<file path="src/rtl/kolibri_clk_pkg.sv">
// kolibri_clk_pkg: shared types and widths for the 6309E clock/wait-state logic
package kolibri_clk_pkg;
  localparam int CNT_W = 4;
  localparam int TCNT_W = 8;
  typedef enum logic [1:0] {IDLE, COUNT, VDPHOLD, RELEASE} state_t;
  typedef enum logic [1:0] {SEL_NONE, SEL_ROM, SEL_IO, SEL_VDP} sel_t;
  function automatic sel_t sel_decode(input logic cs_rom_n, input logic cs_io_n, input logic cs_vdp_n);
    return !cs_vdp_n ? SEL_VDP : !cs_io_n ? SEL_IO : !cs_rom_n ? SEL_ROM : SEL_NONE;
  endfunction
endpackage

</file>
<file path="src/rtl/sync2.sv">
// sync2: two-flop synchroniser, resets to 1
module sync2 (
  input  logic clk,
  input  logic rst_n,
  input  logic d,
  output logic q
);
  logic meta;
  // shift the asynchronous input through two flops
  always_ff @(posedge clk or negedge rst_n)
    if (!rst_n) {q, meta} <= 2'b11;
    else {q, meta} <= {meta, d};
endmodule

</file>
<file path="src/rtl/wait_gen.sv">
// wait_gen: stretches E-high/Q-low bus phases for slow ROM, I/O and V9958 cycles
module wait_gen
  import kolibri_clk_pkg::*;
#(
  parameter int WS_ROM  = 1,
  parameter int WS_IO   = 2,
  parameter int WS_VDP  = 2,
  parameter int MAXWAIT = 200
) (
  input  logic MHZ48,
  input  logic nRESET,
  input  logic MHZ12,
  input  logic nE,
  input  logic nQ,
  input  logic nCS_ROM,
  input  logic nCS_IO,
  input  logic nCS_VDP,
  input  logic nVDPWAIT,
  output logic nWAIT,
  output logic TIMEOUT
);
  logic mhz12_q, ne_q, nq_q, vdpwait, is_vdp;
  logic tick, stall, nq_fall, ne_rise;
  state_t state;
  sel_t sel;
  logic [CNT_W-1:0] cnt, ws;
  logic [TCNT_W-1:0] tcnt, tnext;

  sync2 u_sync (.clk(MHZ48), .rst_n(nRESET), .d(nVDPWAIT), .q(vdpwait));

  assign tick    = MHZ12 & ~mhz12_q;
  assign stall   = ~nE & nQ;
  assign nq_fall = nq_q & ~nQ;
  assign ne_rise = ~ne_q & nE;
  assign sel     = sel_decode(nCS_ROM, nCS_IO, nCS_VDP);
  assign tnext   = &tcnt ? tcnt : tcnt + 1'b1;

  // wait-state count for whichever device wins priority
  always_comb
    ws = sel == SEL_VDP ? CNT_W'(WS_VDP) : sel == SEL_IO ? CNT_W'(WS_IO) : sel == SEL_ROM ? CNT_W'(WS_ROM) : '0;

  // previous levels of the clock-block signals for edge detection
  always_ff @(posedge MHZ48 or negedge nRESET)
    if (!nRESET) {mhz12_q, ne_q, nq_q} <= 3'b111;
    else {mhz12_q, ne_q, nq_q} <= {MHZ12, nE, nQ};

  // wait-state FSM; nWAIT and TIMEOUT are registered here
  always_ff @(posedge MHZ48 or negedge nRESET)
    if (!nRESET) begin
      state   <= IDLE;
      cnt     <= '0;
      tcnt    <= '0;
      is_vdp  <= 1'b0;
      nWAIT   <= 1'b1;
      TIMEOUT <= 1'b0;
    end else begin
      case (state)
        IDLE:
          if (nq_fall && (sel == SEL_VDP || ws != '0)) begin
            state  <= COUNT;
            cnt    <= ws;
            is_vdp <= sel == SEL_VDP;
            nWAIT  <= 1'b0;
          end
        COUNT:
          if (cnt == '0 || (tick && stall && cnt == CNT_W'(1))) begin
            cnt <= '0;
            if (is_vdp) begin
              state <= VDPHOLD;
              tcnt  <= '0;
            end else begin
              state <= RELEASE;
              nWAIT <= 1'b1;
            end
          end else if (tick && stall) cnt <= cnt - 1'b1;
        VDPHOLD:
          if (vdpwait) begin
            state <= RELEASE;
            nWAIT <= 1'b1;
          end else if (tick && stall) begin
            tcnt <= tnext;
            if (tnext == TCNT_W'(MAXWAIT)) begin
              TIMEOUT <= 1'b1;
              state   <= RELEASE;
              nWAIT   <= 1'b1;
            end
          end
        RELEASE:
          if (ne_rise) state <= IDLE;
        default: state <= IDLE;
      endcase
    end
endmodule
</file>
<file path="config.mk">
export PLATFORM = sky130hd
export DESIGN_NAME = wait_gen
export DESIGN_NICKNAME = d
export VERILOG_FILES = /design/src/rtl/kolibri_clk_pkg.sv /design/src/rtl/sync2.sv /design/src/rtl/wait_gen.sv
export SDC_FILE = /design/constraint.sdc
export NUM_CORES = 1
export LEC_CHECK = 0
export CAP_MARGIN = 20
export CORE_ASPECT_RATIO = 0.9
export CORE_MARGIN = 2
export CORE_UTILIZATION = 60
export CTS_BUF_LIST = sky130_fd_sc_hd__clkbuf_2
export CTS_CLUSTER_SIZE = 30
export DETAILED_ROUTE_END_ITERATION = 7
export DONT_BUFFER_PORTS = 1
export PLACE_DENSITY_LB_ADDON = 0.2
export SYNTH_ARGS = -nofsm -noshare
export SYNTH_HDL_FRONTEND = slang
export SYNTH_SLANG_ARGS = --single-unit
</file>
<file path="constraint.sdc">
create_clock -name MHZ48 -period 2.4 [get_ports MHZ48]
set_input_delay 0.24 -clock MHZ48 [delete_from_list [all_inputs] [get_ports MHZ48]]
set_output_delay 0.24 -clock MHZ48 [all_outputs]
set_load 0.005 [all_outputs]
</file>
==> results of run 1 <==
-- cells by family (layout without fill, tap and decap cells) --
| logic type | after synthesis | after routing | synth area share, % |
|---|---|---|---|
| xor gates and xnor gates | 2 | 2 | 1.26 |
| and+or+nand+nor | 48 | 48 | 19.4 |
| buffers and inverters | 18 | 24 | 6.11 |
| adders and majority gates | 8 | 8 | 7.19 |
| muxes | 5 | 5 | 3.78 |
| DFF | 22 | 22 | 40.1 |
| AOI/OAI and AO/OA | 46 | 46 | 22.1 |
-- flip-flops by register name, summed over array words and instances, names as in the netlist --
signal	cells
ne_q	1
nWAIT	1
nq_q	1
mhz12_q	1
TIMEOUT	1
state	2
u_sync.meta	1
is_vdp	1
u_sync.q	1
tcnt	8
cnt	4
-- critical path, stage by stage (launching register included) --
cell      delay, ns
dfrtp_1        0.43
inv_1          0.12
ha_1           0.15
or3b_1         0.35
o211ai_2       0.32
o211a_1        0.23
nand2_1        0.06
a21oi_2        0.16
mux2_1         0.33
-- synth_stat cells, types with 3 or more instances --
cell type / n / area [sq um]
o31ai_1: 3 / 22.5
nand3_1: 7 / 35.0
and3_1: 4 / 25.0
dfstp_2: 6 / 158
dfrtp_1: 16 / 400
a31oi_1: 4 / 25.0
a21oi_1: 16 / 80.1
nor2_1: 7 / 26.3
inv_1: 11 / 41.3
ha_1: 8 / 100
o21ai_1: 5 / 25.0
mux2i_1: 3 / 30.0
nand2_1: 15 / 56.3
-- final cells by class --
cell class / instances / area, sq um
clock inverter: 1 / 30.0
timing repair buffer: 9 / 90.1
fill: 155 / 662
inverter: 11 / 41.3
multi-input combinational: 109 / 752
sequential: 22 / 558
clock buffer: 3 / 15.0
tap: 27 / 33.8
-- power groups by stage --
| stage | Clock [uW] | Sequential (uW) | Combinational, uW |
|---|---|---|---|
| after floorplan | 0 | 528 | 520 |
| after global placement | 0 | 538 | 627 |
| after detailed placement | 0 | 544 | 646 |
| after CTS | 263 | 538 | 669 |
| after global routing | 275 | 553 | 758 |
| final | 258 | 541 | 676 |
-- final timing paths --
path	slack [ns]	start	to
worst max-delay path	0.16	cnt[1]	state[1]
worst min-delay path	0.13	nRESET	cnt[3]
worst max register to register	0.16	cnt[1]	state[1]
worst min register to register	0.37	u_sync.meta	u_sync.q
max in group asynchronous	1.82	nRESET	u_sync.meta
min in group MHZ48	0.13	nQ	is_vdp
-- what timing repair did --
action,4_1_cts,5_1_grt
endpoints found under the setup margin,0,2
hold endpoints to repair,27,0
hold buffers,6,0
gates resized for setup,0,2
buffers inserted,0,0
-- metrics by stage --
step                      instances  hold slack (ns)
after global placement          171          -0.0551
after CTS                       181            0.115
final                           182            0.131
after detailed placement        171          -0.0551
after global routing            182            0.112
after floorplan                 149          -0.0556
-- per-layer routing --
layer,global-route usage (%),up-vias
met5,0,-
met3,6.36,4
met4,4.58,0
met2,34.3,21
met1,32.2,547
li1,-,552
==> flow_summary.toml, run 1 <==
[sta]
setup_violations = 0
worstMarginPinSlew_ns = 0.423
final.period_utilization_pct = 93.3
drv_slew = 0
maxSlewHeadroom_pct = 71.7
fmax_mhz = 447
tns_ns = 0
final_hold_viol_count = 0
clock_skew_ns = 0.00314
period_minus_slack_ns = 2.24
rsz0062_at_grt = "false"
setup_slack_ns = 0.162

[cts]
clkSlewWorstSetupHoldPaths_ns = 0.21
clockRootBuffer = "clkbuf_2"
cts_tree = "yes"
clk-insertion-delay-late_ns = 0.33
clockBufferDepth = 2
cts_sinks = 22
htreeDepth = 1
cts_buffers = 3

[logic_synthesis]
post_synth.cell_area_avg_sq_um = 9.34
synth_nets = 166
synthArstFlopShare_pct = 100
yosys_register_bits = 22
syn_area_sq_um = 1390
yosysUniqueCellTypes = 47
ys.flop_type = "dfrtp_1"
yosysWarningCount = 0
ys_seq_area_share_pct = 40.1
syn-instance-count = 149
synth_edf_count = 0

[detailed_routing]
wl_per_cell_microns = 15.0
post-route-drc-count = 0
totalWireLength_microns = 2740
first_pass_iters = 4
via_per_inst = 6.18
dr_wl_met2_microns = 1280
drt_iter0_drc = 26
via_count = 1124
met3_length_microns = 124
topRoutingLayerUsed = "met4"
ant_nets = 0
met1Wirelength_microns = 1300

[cells_and_area]
antenna_cells = 0
syn_to_final_growth_pct = 9.26
fin_util_pct = 69.7
nNetsFinal = 173
stdcell_area_sq_um = 1520
mostFrequentLayoutCells = "dfrtp_1 (16), a21oi_1 (16), nand2_1 (15)"
drive_gt1_share_pct = 12.9

[placement]
placed_area_sq_um = 1400
io_buffers = 0
dpl.hpwl_microns = 1930
pre_cts_slack_ns = 0.118
globalplace.congestion = 0.862

[floorplanning]
die-area_sq_um = 2720
dieWidth_microns = 54.8
dieHeight_microns = 49.7
io_pins = 11
std_cell_rows = 16
core_area_sq_um = 2180
start_util_pct = 63.8

[pwr]
pwr-share-seq_pct = 36.7
leakage_uw = 0.000670
vdd_ir_drop_max_mv = 0.799
p_sw_share_pct = 39.7
pwr-share-clk_pct = 17.5
totalPowerFinal_uw = 1480
p_int_uw = 889
powerDensity_nw_per_um2 = 970
pwr-share-comb_pct = 45.8
p_sw_uw = 586

[flow_run]
maxCapViolCount = 0

[global_routing]
grt_pass1_vias = 1068
antenna_found_initial = 0
grt_overflow = 0
grt_max_degree = 23
grt_pass1_wl_microns = 4560
grtUsageTotal_pct = 22.7

[critical_path]
cp-start-kind = "flop"
end_kind = "flop"
required_ns = 2.64
arrival_ns = 2.48
critical_path_class = "flop to flop"
cp_max_fo = 8
worstRegToRegCells = 8

[min_path]
hold_class = "primary input to async pin"

[status]
status = "finished, final reports clean"
Power figures use the tool's default switching activity.
==> run 2: changes to the inputs <==
--- a/config.mk
+++ b/config.mk
@@ -5,7 +5,6 @@
 export SDC_FILE = /design/constraint.sdc
 export NUM_CORES = 1
 export LEC_CHECK = 0
-export CAP_MARGIN = 20
 export CORE_ASPECT_RATIO = 0.9
 export CORE_MARGIN = 2
 export CORE_UTILIZATION = 60
==> flow_summary.toml, run 2 (synthesized netlist as in run 1, its figures left out) <==
[detailed_routing]
via_count = 1120
wl_per_cell_microns = 15.0
totalWireLength_microns = 2710
first_pass_iters = 4
ant_nets = 0
post-route-drc-count = 0
via_per_inst = 6.19
drt_iter0_drc = 28

[critical_path]
cp_max_fo = 8
r2r-end = "state[1]"
arrival_ns = 2.46
critical_path_class = "flop to flop"
required_ns = 2.64
rr_startpoint = "cnt[1]"
ff2ff_setup_slack_ns = 0.18
cp-start-kind = "flop"
worstRegToRegCells = 8
end_kind = "flop"

[floorplanning]
std_cell_rows = 16
die-area_sq_um = 2720
start_util_pct = 63.8
core_area_sq_um = 2180
dieWidth_microns = 54.8
dieHeight_microns = 49.7
io_pins = 11

[cells_and_area]
instances_no_fill = 181
multi_input_area_sq_um = 752
stdcell_area_sq_um = 1510
largest_reg_flops = 8
top_register = "tcnt"
mostFrequentLayoutCells = "dfrtp_1 (16), a21oi_1 (16), nand2_1 (15)"
drive_gt1_share_pct = 12.3
syn_to_final_growth_pct = 8.18
antenna_cells = 0
fillers = 156
top_regs = "tcnt (8), cnt (4), state (2)"
nNetsFinal = 172
seqCellArea_sq_um = 558

[placement]
placed_area_sq_um = 1400
pre_cts_slack_ns = 0.118
dp_cells = 171
globalplace.congestion = 0.862
dpl.hpwl_microns = 1930
io_buffers = 0

[global_routing]
grt_pass1_wl_microns = 4560
grt_overflow = 0
antenna_found_initial = 0
grt_pass1_vias = 1068
grt_max_degree = 23
grtUsageTotal_pct = 22.7

[sta]
clock_skew_ns = 0.00303
final_hold_viol_count = 0
period_minus_slack_ns = 2.22
worstMarginPinSlew_ns = 0.949
drv_slew = 0
setup_violations = 0
maxSlewHeadroom_pct = 36.5
fmax_mhz = 450
final.period_utilization_pct = 92.5
tns_ns = 0
hold_slack_ns = 0.133
setup_slack_ns = 0.180
rsz0062_at_grt = "false"

[cts]
post_cts_buffers = 0
clk-insertion-delay-late_ns = 0.33
cts_tree = "yes"
cts_sinks = 22
htreeDepth = 1
cts_buffers = 3
clkSlewWorstSetupHoldPaths_ns = 0.21
clockBufferDepth = 2
clockRootBuffer = "clkbuf_2"

[flow_run]
maxCapViolCount = 0

[pwr]
powerDensity_nw_per_um2 = 977
vdd_ir_drop_max_mv = 0.798
leakage_uw = 0.000662

[min_path]
hold_depth = 3
whs_endpoint = "is_vdp"
hold_class = "primary input to flop"
hp-start = "nQ"

[status]
status = "finished, final reports clean"
-- run 2: changes by cell type in the layout (fill, tap and decap cells not counted) --
| cell | change |
|---|---|
| buf_8 | -1 |
-- run 2: power by group --
| part | switching, uW | internal, uW |
|---|---|---|
| Combinational | 388 | 283 |
| Sequential | 80.3 | 460 |
| Clock | 115 | 144 |
| Total | 583 | 887 |
-- run 2: how the worst max path moves through the flow --
stage	cells past startpoint	endpoint	from	slack, ns
2_1_floorplan	9	state[1]	tcnt[0]	0.25
3_3_place_gp	7	state[1]	tcnt[1]	0.23
3_5_place_dp	7	state[1]	tcnt[1]	0.12
4_1_cts	7	state[1]	tcnt[1]	0.09
5_1_grt	8	state[1]	cnt[1]	0.01
6_report	8	state[1]	cnt[1]	0.18
-- run 2: worst max-delay path, stage by stage, from the launching register on --
cell	delay, ns
dfrtp_1	0.43
inv_1	0.12
ha_1	0.15
or3b_1	0.35
o211ai_2	0.31
o211a_1	0.23
nand2_1	0.06
a21oi_2	0.16
mux2_1	0.33
-- run 2: repair_timing --
action | 4_1_cts | 5_1_grt
setup endpoints to repair | 0 | 2
resized for setup | 0 | 2
hold endpoints to repair | 27 | 0
hold buffers | 6 | 0
-- run 2: layout make-up --
class / instances / share of cell area (%)
multi-input combinational: 109 / 50.0
sequential: 22 / 37.1
timing repair buffer: 8 / 4.99
inverter: 11 / 2.74
tap: 27 / 2.24
clock inverter: 1 / 2.00
clock buffer: 3 / 0.998
-- run 2: metrics by stage --
step	power, uW	utilization, %
global placement	1170	64.0
floorplan	1050	-
CTS	1470	68.8
finish	1470	69.0
detailed placement	1190	64.0
global route	1580	69.0
-- run 2: per-layer routing --
layer	vias to the layer above	track usage (%)	routed length, microns
met4	0	4.58	27
met2	24	34.3	1280
li1	550	-	-
met3	4	6.36	126
met1	542	32.2	1270
met5	-	0	0
==> run 3: changes to the inputs <==
--- a/config.mk
+++ b/config.mk
@@ -5,10 +5,12 @@
 export SDC_FILE = /design/constraint.sdc
 export NUM_CORES = 1
 export LEC_CHECK = 0
+export ABC_CLOCK_PERIOD_IN_PS = 2400
 export CORE_ASPECT_RATIO = 0.9
 export CORE_MARGIN = 2
-export CORE_UTILIZATION = 60
+export CORE_UTILIZATION = 46
 export CTS_BUF_LIST = sky130_fd_sc_hd__clkbuf_2
+export CTS_CLUSTER_DIAMETER = 60
 export CTS_CLUSTER_SIZE = 30
 export DETAILED_ROUTE_END_ITERATION = 7
 export DONT_BUFFER_PORTS = 1
==> flow_summary.toml, run 3 (synthesized netlist as in run 1, its figures left out) <==
[sta]
rsz0062_at_grt = "false"
period_minus_slack_ns = 2.25
final_hold_viol_count = 0
tns_ns = 0
final.period_utilization_pct = 93.9
fmax_mhz = 444
setup_violations = 0
maxSlewHeadroom_pct = 33.4
drv_slew = 0
worstMarginPinSlew_ns = 0.996
clock_skew_ns = 0.00675

[cts]
cts_sinks = 22
clockBufferDepth = 2
clockRootBuffer = "clkbuf_2"
cts_buffers = 3
cts_tree = "yes"
clkSlewWorstSetupHoldPaths_ns = 0.22
clk-insertion-delay-late_ns = 0.33
post_cts_buffers = 0
htreeDepth = 1

[cells_and_area]
stdcell_area_sq_um = 1490
fillers = 268
antenna_cells = 0
syn_to_final_growth_pct = 7.28
mostFrequentLayoutCells = "a21oi_1 (16), dfrtp_1 (15), nand2_1 (15)"
largest_reg_flops = 8
nNetsFinal = 172
top_register = "tcnt"
final_common_cell = "a21oi_1"
drive_gt1_share_pct = 11.0
top_regs = "tcnt (8), cnt (4), state (2)"

[detailed_routing]
wl_per_cell_microns = 14.5
drt_iter0_drc = 41
totalWireLength_microns = 2820
via_per_inst = 5.69
via_count = 1103
first_pass_iters = 4
ant_nets = 0
post-route-drc-count = 0

[placement]
globalplace.congestion = 0.814
placed_area_sq_um = 1410
dpl.hpwl_microns = 2020
io_buffers = 0

[critical_path]
critical_path_class = "flop to flop"
required_ns = 2.65
cp-start-kind = "flop"
end_kind = "flop"
cp_max_fo = 8
arrival_ns = 2.51

[global_routing]
grt_overflow = 0
grtUsageTotal_pct = 17.8
grt_pass1_wl_microns = 4780
antenna_found_initial = 0
grt_pass1_vias = 1080
grt_max_degree = 23

[pwr]
p_sw_share_pct = 43.1
pwr-share-clk_pct = 11.4
p_sw_uw = 581
leakage_uw = 0.000650
pwr-share-seq_pct = 40.7
p_int_uw = 768
pwr-share-comb_pct = 47.9
powerDensity_nw_per_um2 = 903
vdd_ir_drop_max_mv = 0.640

[floorplanning]
start_util_pct = 49.4
dieWidth_microns = 62.0
dieHeight_microns = 56.2
std_cell_rows = 18
die-area_sq_um = 3480
io_pins = 11
core_area_sq_um = 2820

[flow_run]
maxCapViolCount = 0

[status]
status = "finished, final reports clean"

[min_path]
hold_class = "primary input to flop"
[run 3: metrics by stage]
| stage | total power [uW] | util (%) | std cells | hold WS [ns] | setup slack, ns |
|---|---|---|---|---|---|
| after floorplan | 1050 | - | 149 | -0.0556 | 0.255 |
| after global placement | 1160 | 50.2 | 184 | -0.0550 | 0.174 |
| after detailed placement | 1180 | 50.2 | 184 | -0.0549 | 0.137 |
| after CTS | 1350 | 53.0 | 194 | 0.117 | 0.127 |
| after global routing | 1470 | 53.0 | 194 | 0.117 | 0.0209 |
| final | 1350 | 53.0 | 194 | 0.133 | 0.146 |
[run 3: critical path: stages (launching register included)]
cell,delay [ns]
dfrtp_1,0.44
inv_1,0.13
ha_1,0.15
or3b_1,0.37
o211ai_2,0.31
o211a_1,0.22
nand2_1,0.06
a21oi_2,0.17
mux2_1,0.34
[run 3: path summary, 6_finish.rpt]
path,from,endpoint,slack [ns],cells after the start
max,cnt[1],state[1],0.15,8
min,nQ,is_vdp,0.13,3
max reg2reg,cnt[1],state[1],0.15,8
min reg2reg,u_sync.meta,u_sync.q,0.38,0
max in group asynchronous,nRESET,tcnt[0],1.26,1
min in group asynchronous,nRESET,cnt[3],0.48,1
[run 3: power groups by stage]
stage | Clock, uW | Sequential (uW) | Combinational (uW)
finish | 154 | 549 | 645
detailed placement | 0 | 554 | 631
global route | 172 | 563 | 737
floorplan | 0 | 528 | 520
CTS | 159 | 546 | 649
global placement | 0 | 552 | 613
[run 3: cell type report]
class / instances / area [sq um] / share of cell area [%]
clock buffer: 3 / 15.0 / 1.01
clock inverter: 1 / 3.75 / 0.251
inverter: 11 / 41.3 / 2.77
multi-input combinational: 109 / 748 / 50.1
sequential: 22 / 559 / 37.5
tap: 40 / 50.0 / 3.35
timing repair buffer: 8 / 75.1 / 5.03
[run 3: metal layers]
| metal | track usage, % | up-vias | part of all wire (%) |
|---|---|---|---|
| li1 | - | 553 | - |
| met1 | 26.7 | 528 | 50 |
| met2 | 26.6 | 18 | 46 |
| met3 | 2.33 | 4 | 3.3 |
| met4 | 4.56 | 0 | 0.78 |
| met5 | 0 | - | 0 |
[run 3: repair_timing]
item	4_1_cts	5_1_grt
gates resized for setup	0	1
hold endpoints to repair	27	0
setup endpoints to repair	0	2
hold buffers	6	0
==> RTL change 1: new RTL, settings of run 2 <==
`CNT_W`: 4 -> 6.
--- a/src/rtl/kolibri_clk_pkg.sv
+++ b/src/rtl/kolibri_clk_pkg.sv
@@ -1,6 +1,6 @@
 // kolibri_clk_pkg: shared types and widths for the 6309E clock/wait-state logic
 package kolibri_clk_pkg;
-  localparam int CNT_W = 4;
+  localparam int CNT_W = 6;
   localparam int TCNT_W = 8;
   typedef enum logic [1:0] {IDLE, COUNT, VDPHOLD, RELEASE} state_t;
   typedef enum logic [1:0] {SEL_NONE, SEL_ROM, SEL_IO, SEL_VDP} sel_t;
Formal check against the unedited RTL: no difference found for any inputs over 10 cycles, from zero or initial values and one cycle with nRESET low; that may be too few to reach the edited logic, so the function may still have changed.
==> RTL change 1 against run 2 <==
Power is 18% higher. Sequential power is 11% higher. Worst setup slack better by 5.5 ps. First-iteration DRC count is 130% higher. Synthesized area is 8.9% higher. Wire length is 6.4% higher. Sequential cell count is 2 higher. Cell area is 8.7% higher. Clock skew is 12 ps higher. Largest power group unchanged.
==> RTL change 1: results (changes against run 2) <==
| Quantity | This run | Delta |
|---|---|---|
| Run status | finished, final reports clean | unchanged |
| Sequential-to-total area share from yosys stat | 0.4013 | was 0.4011 |
| Overall track demand over capacity in global routing | 0.2113 | was 0.2269 |
| Placed Instances | 178 | was 171 |
| CTS-repair resized insts | 0 | unchanged |
| DP Wirelength | 2107 µm | was 1930 µm |
| Per-cell routed wire length | 15.33 µm | was 14.97 µm |
| Number of antenna violations at the first check in global routing | 0 | unchanged |
| Number of inserted filler cells in the final layout | 186 | was 156 |
| Leakage power summed over all cells | 0.7223 nW | was 0.6622 nW |
| Clock buffers created by TritonCTS | 3 | unchanged |
| Skew final | 14.90 ps | was 3.031 ps |
| Worst relative slew slack | 0.2698 | was 0.3654 |
| P per Cell Area | 1056 mW/mm² | was 976.7 mW/mm² |
| Synth Net Count | 172 | was 166 |
| Largest fanout of any net on the critical path | 6 | was 8 |
| Initial DRT Pass Iterations | 5 | was 4 |
| Starting DRC count in detailed routing | 65 | was 28 |
| Top cells by count, synth | sky130_fd_sc_hd__dfrtp_1, sky130_fd_sc_hd__a21oi_1, sky130_fd_sc_hd__nand2_1 | was sky130_fd_sc_hd__a21oi_1, sky130_fd_sc_hd__dfrtp_1, sky130_fd_sc_hd__nand2_1 |
| Critical R2R Launch | tcnt[1] | was cnt[1] |
| Post-synth top flop | sky130_fd_sc_hd__dfrtp_1 | unchanged |
| Path type of the worst min-delay path | in -> reg | unchanged |
| Largest registers | tcnt: 8 flops, cnt: 6 flops, state: 2 flops | was tcnt: 8 flops, cnt: 4 flops, state: 2 flops |
| Fraction of final layout cells with drive strength greater than 1 | 0.1438 | was 0.1234 |
| Highest cell delay on the worst timing path | 500 ps | was 430 ps |
| Placed Area | 0.001531 mm² | was 0.001396 mm² |
| Wire length of the first global-routing pass | 4795 µm | was 4560 µm |
| Arrival time of data at the critical path endpoint | 2500 ps | was 2460 ps |
| Post-synthesis area per instance | 9.839 µm² | was 9.338 µm² |
| Latest clock arrival within the worst-skew pair | 350 ps | was 330 ps |
| Clock edge transition at the registers on the reported setup and hold paths | 250 ps | was 210 ps |
| Fin Hold WS | 109.3 ps | was 133.1 ps |
| Final weighted congestion of routability-driven global placement | 0.8801 | was 0.8623 |
| Pin count of the biggest net entering global routing | 25 | was 23 |
| Post-route minimum period | 2215 ps | was 2220 ps |
| FF-to-FF path depth | 6 | was 8 |
| Via Count | 1173 | was 1120 |
| Number of global-route vias before repair | 1131 | was 1068 |
| Worst vdd ir | 0.7995 mV | was 0.7978 mV |
| Setup Slack @ Placement | 209.7 ps | was 117.7 ps |
| DRT Wirelength | 2882 µm | was 2709 µm |
| Largest cells by area after synthesis | sky130_fd_sc_hd__dfrtp_1, sky130_fd_sc_hd__dfstp_2, sky130_fd_sc_hd__ha_1, sky130_fd_sc_hd__a21oi_1, sky130_fd_sc_hd__nand2_1 | unchanged |
-- RTL change 1: report_power, final --
part	internal, mW	switching (mW)
clock	0.143	0.129
sequential	0.508	0.0941
combinational	0.384	0.469
total	1.04	0.692
-- RTL change 1: layer usage --
layer	part of all wire	wire length [µm]	track usage	vias up
li1	-	-	-	576
met1	0.46	1330	0.2766	554
met2	0.48	1376	0.3429	41
met3	0.055	158	0.05224	2
met4	0.0059	17	0.07364	0
met5	0	0	0	-
-- RTL change 1: cell type report --
cell class              count  share of cell area
repair buffers              8             0.04587
clock inverters             1             0.01835
inverters                  10             0.02294
well taps                  28             0.02141
clock buffers               3            0.009174
flip-flops and latches     24              0.3716
multi-input cells         114              0.5107
-- RTL change 1: worst min-delay path by stage --
stage,start,end,cells past startpoint
floorplan,nRESET,TIMEOUT,0
global placement,nRESET,tcnt[3],0
detailed placement,nRESET,tcnt[3],0
CTS,nQ,is_vdp,2
global route,nQ,is_vdp,2
finish,nQ,is_vdp,2
-- RTL change 1: cells by family after synthesis --
| group | Yosys count | synth area share |
|---|---|---|
| mux | 2 | 0.01982 |
| compound gates | 49 | 0.2486 |
| buf+inv | 16 | 0.04707 |
| xor+xnor | 4 | 0.02312 |
| fa+ha+maj | 9 | 0.07432 |
| flops | 24 | 0.4013 |
| simple gates | 50 | 0.1858 |
-- RTL change 1: critical path, delay by kind of cell, from the launching register on --
family | cells | cell delay, ps
compound gates | 3 | 770
fa+ha+maj | 1 | 320
mux | 1 | 300
flops | 1 | 500
simple gates | 1 | 260
==> RTL change 2: new RTL, flow settings as in run 2 <==
Made on the original files. Register the output `TIMEOUT` once more, cleared by the reset; this adds one clock of latency there. The other outputs are not delayed to match. Comments in the files are not updated.
--- a/src/rtl/wait_gen.sv
+++ b/src/rtl/wait_gen.sv
@@ -19,6 +19,8 @@
   output logic nWAIT,
   output logic TIMEOUT
 );
+
+  logic TIMEOUT_s0;
   logic mhz12_q, ne_q, nq_q, vdpwait, is_vdp;
   logic tick, stall, nq_fall, ne_rise;
   state_t state;
@@ -52,7 +54,7 @@
       tcnt    <= '0;
       is_vdp  <= 1'b0;
       nWAIT   <= 1'b1;
-      TIMEOUT <= 1'b0;
+      TIMEOUT_s0 <= 1'b0;
     end else begin
       case (state)
         IDLE:
@@ -80,7 +82,7 @@
           end else if (tick && stall) begin
             tcnt <= tnext;
             if (tnext == TCNT_W'(MAXWAIT)) begin
-              TIMEOUT <= 1'b1;
+              TIMEOUT_s0 <= 1'b1;
               state   <= RELEASE;
               nWAIT   <= 1'b1;
             end
@@ -90,4 +92,12 @@
         default: state <= IDLE;
       endcase
     end
+  always_ff @(posedge MHZ48 or negedge nRESET) begin
+      if (!nRESET) begin
+          TIMEOUT <= '0;
+      end else begin
+          TIMEOUT <= TIMEOUT_s0;
+      end
+  end
+
 endmodule
Function: same outputs for any inputs over 10 cycles, from zero or initial values and one cycle with nRESET low; that may be too few to reach the edited logic, so the function may still have changed.
==> RTL change 2 against run 2 <==
The run now ends with setup timing left. Cell area grew 11%. Wire length grew 20%. Global-route usage up 2.0 points. Synthesized cell count unchanged. Maximum frequency down 9.2%. Power increased by 9.3%. First-iteration DRC count unchanged. Critical path depth is 1 lower. Sequential cell count increased by 1. Synthesized area is 3.0% higher. Worst setup slack got worse by 230 ps. Largest power group unchanged.
==> RTL change 2: results (changes against run 2) <==
| Quantity | This run | Delta |
|---|---|---|
| Run status | finished, violations left | was finished, final reports clean |
| Violated checks | setup timing |  |
| Final weighted congestion of routability-driven global placement | 0.9382 | was 0.8623 |
| Slowest-stage cell, CP | sky130_fd_sc_hd__or4_4 | was sky130_fd_sc_hd__dfrtp_1 |
| Top cells by count, synth | sky130_fd_sc_hd__dfrtp_1, sky130_fd_sc_hd__nand2_1, sky130_fd_sc_hd__a21oi_1 | was sky130_fd_sc_hd__a21oi_1, sky130_fd_sc_hd__dfrtp_1, sky130_fd_sc_hd__nand2_1 |
| Met2 routed wirelength | 1535 µm | was 1280 µm |
| Wire length on met1 | 1515 µm | was 1274 µm |
| Sequential-to-total area share from yosys stat | 0.4070 | was 0.4011 |
| Distinct cells, synth | 51 | was 47 |
| DR vias/cell | 6.434 | was 6.188 |
| Fraction of final layout cells with drive strength greater than 1 | 0.2456 | was 0.1234 |
| Overall track demand over capacity in global routing | 0.2469 | was 0.2269 |
| Placed Instances | 180 | was 171 |
| Leakage power summed over all cells | 0.7713 nW | was 0.6622 nW |
| Top Family by Delay on Critical Path | simple AND/OR/NAND/NOR gates | was compound AO/OA/AOI/OAI gates |
| FF-to-FF path depth | 7 | was 8 |
| Per-cell routed wire length | 16.35 µm | was 14.97 µm |
| Largest fanout of any net on the critical path | 4 | was 8 |
| DRT Wirelength | 3238 µm | was 2709 µm |
| Minimum setup slack among reg-to-reg paths | -50 ps | was 180 ps |
| Routed met3 length | 163 µm | was 126 µm |
| Final nets | 189 | was 172 |
| Fin worst setup slack | -46.29 ps | was 179.5 ps |
| DP Wirelength | 2210 µm | was 1930 µm |
| Wire length of the first global-routing pass | 5416 µm | was 4560 µm |
| Arrival time of data at the critical path endpoint | 2700 ps | was 2460 ps |
| Number of global-route vias before repair | 1184 | was 1068 |
| Critical R2R Launch | tcnt[1] | was cnt[1] |
| Number of setup violations in the final report | 1 | was 0 |
| Highest cell delay on the worst timing path | 550 ps | was 430 ps |
| Placed Area | 0.001515 mm² | was 0.001396 mm² |
| Setup Slack @ Placement | 16.93 ps | was 117.7 ps |
## RTL change 2: per-stage QoR
stage	hold WS [ps]	power [mW]	setup TNS (ps)
after global routing	80.21	1.745	-299.9
after CTS	74.95	1.540	-19.04
final	96.39	1.608	-46.29
after floorplan	-55.59	1.115	0
after detailed placement	-55.05	1.334	0
after global placement	-55.08	1.294	0
## RTL change 2: report_power, final
group | internal (mW) | total, mW | leakage (nW) | switching (mW)
logic | 0.439 | 0.890 | 0.468 | 0.451
registers | 0.479 | 0.561 | 0.287 | 0.0813
clock network | 0.0378 | 0.156 | 0.0164 | 0.119
## RTL change 2: repair_timing
item / CTS / global route
pin swaps: 1 / 1
setup endpoints to repair: 1 / 4
buffers inserted: 3 / 5
endpoints found under the hold margin: 28 / 0
resized for setup: 0 / 3
hold buffers: 6 / 0
## RTL change 2: routing by layer
metal  up-vias  track usage
met4         0      0.05285
met3         4      0.05928
li1        597            -
met5         -            0
met2        45       0.3988
met1       628       0.3400
## RTL change 2: how the worst min path moves through the flow
stage                    to   start  slack, ps  cells past startpoint
floorplan           TIMEOUT  nRESET        -60                      0
global placement    tcnt[7]  nRESET        -60                      0
detailed placement  tcnt[7]  nRESET        -60                      0
finish               is_vdp      nQ        100                      2
CTS                  is_vdp      nQ         70                      2
global route         is_vdp  nCS_IO         80                      2
## RTL change 2: cell type report
| type | count | area, µm² |
|---|---|---|
| clock inverter | 1 | 5.005 |
| tap | 27 | 33.78 |
| inverter | 8 | 30.03 |
| sequential | 23 | 583.1 |
| clock buffer | 3 | 15.01 |
| multi-input combinational | 113 | 812.0 |
| timing repair buffer | 23 | 187.7 |
| fill | 155 | 555.5 |
## RTL change 2: kinds of logic (layout without fill, tap and decap cells)
kind of cell | after synthesis | after routing | share of synthesized area
DFF | 23 | 23 | 0.4070
muxes | 5 | 5 | 0.04017
and+or+nand+nor | 53 | 53 | 0.2210
buffers and inverters | 13 | 35 | 0.03930
adders and majority gates | 8 | 8 | 0.06987
AOI/OAI and AO/OA | 47 | 47 | 0.2227
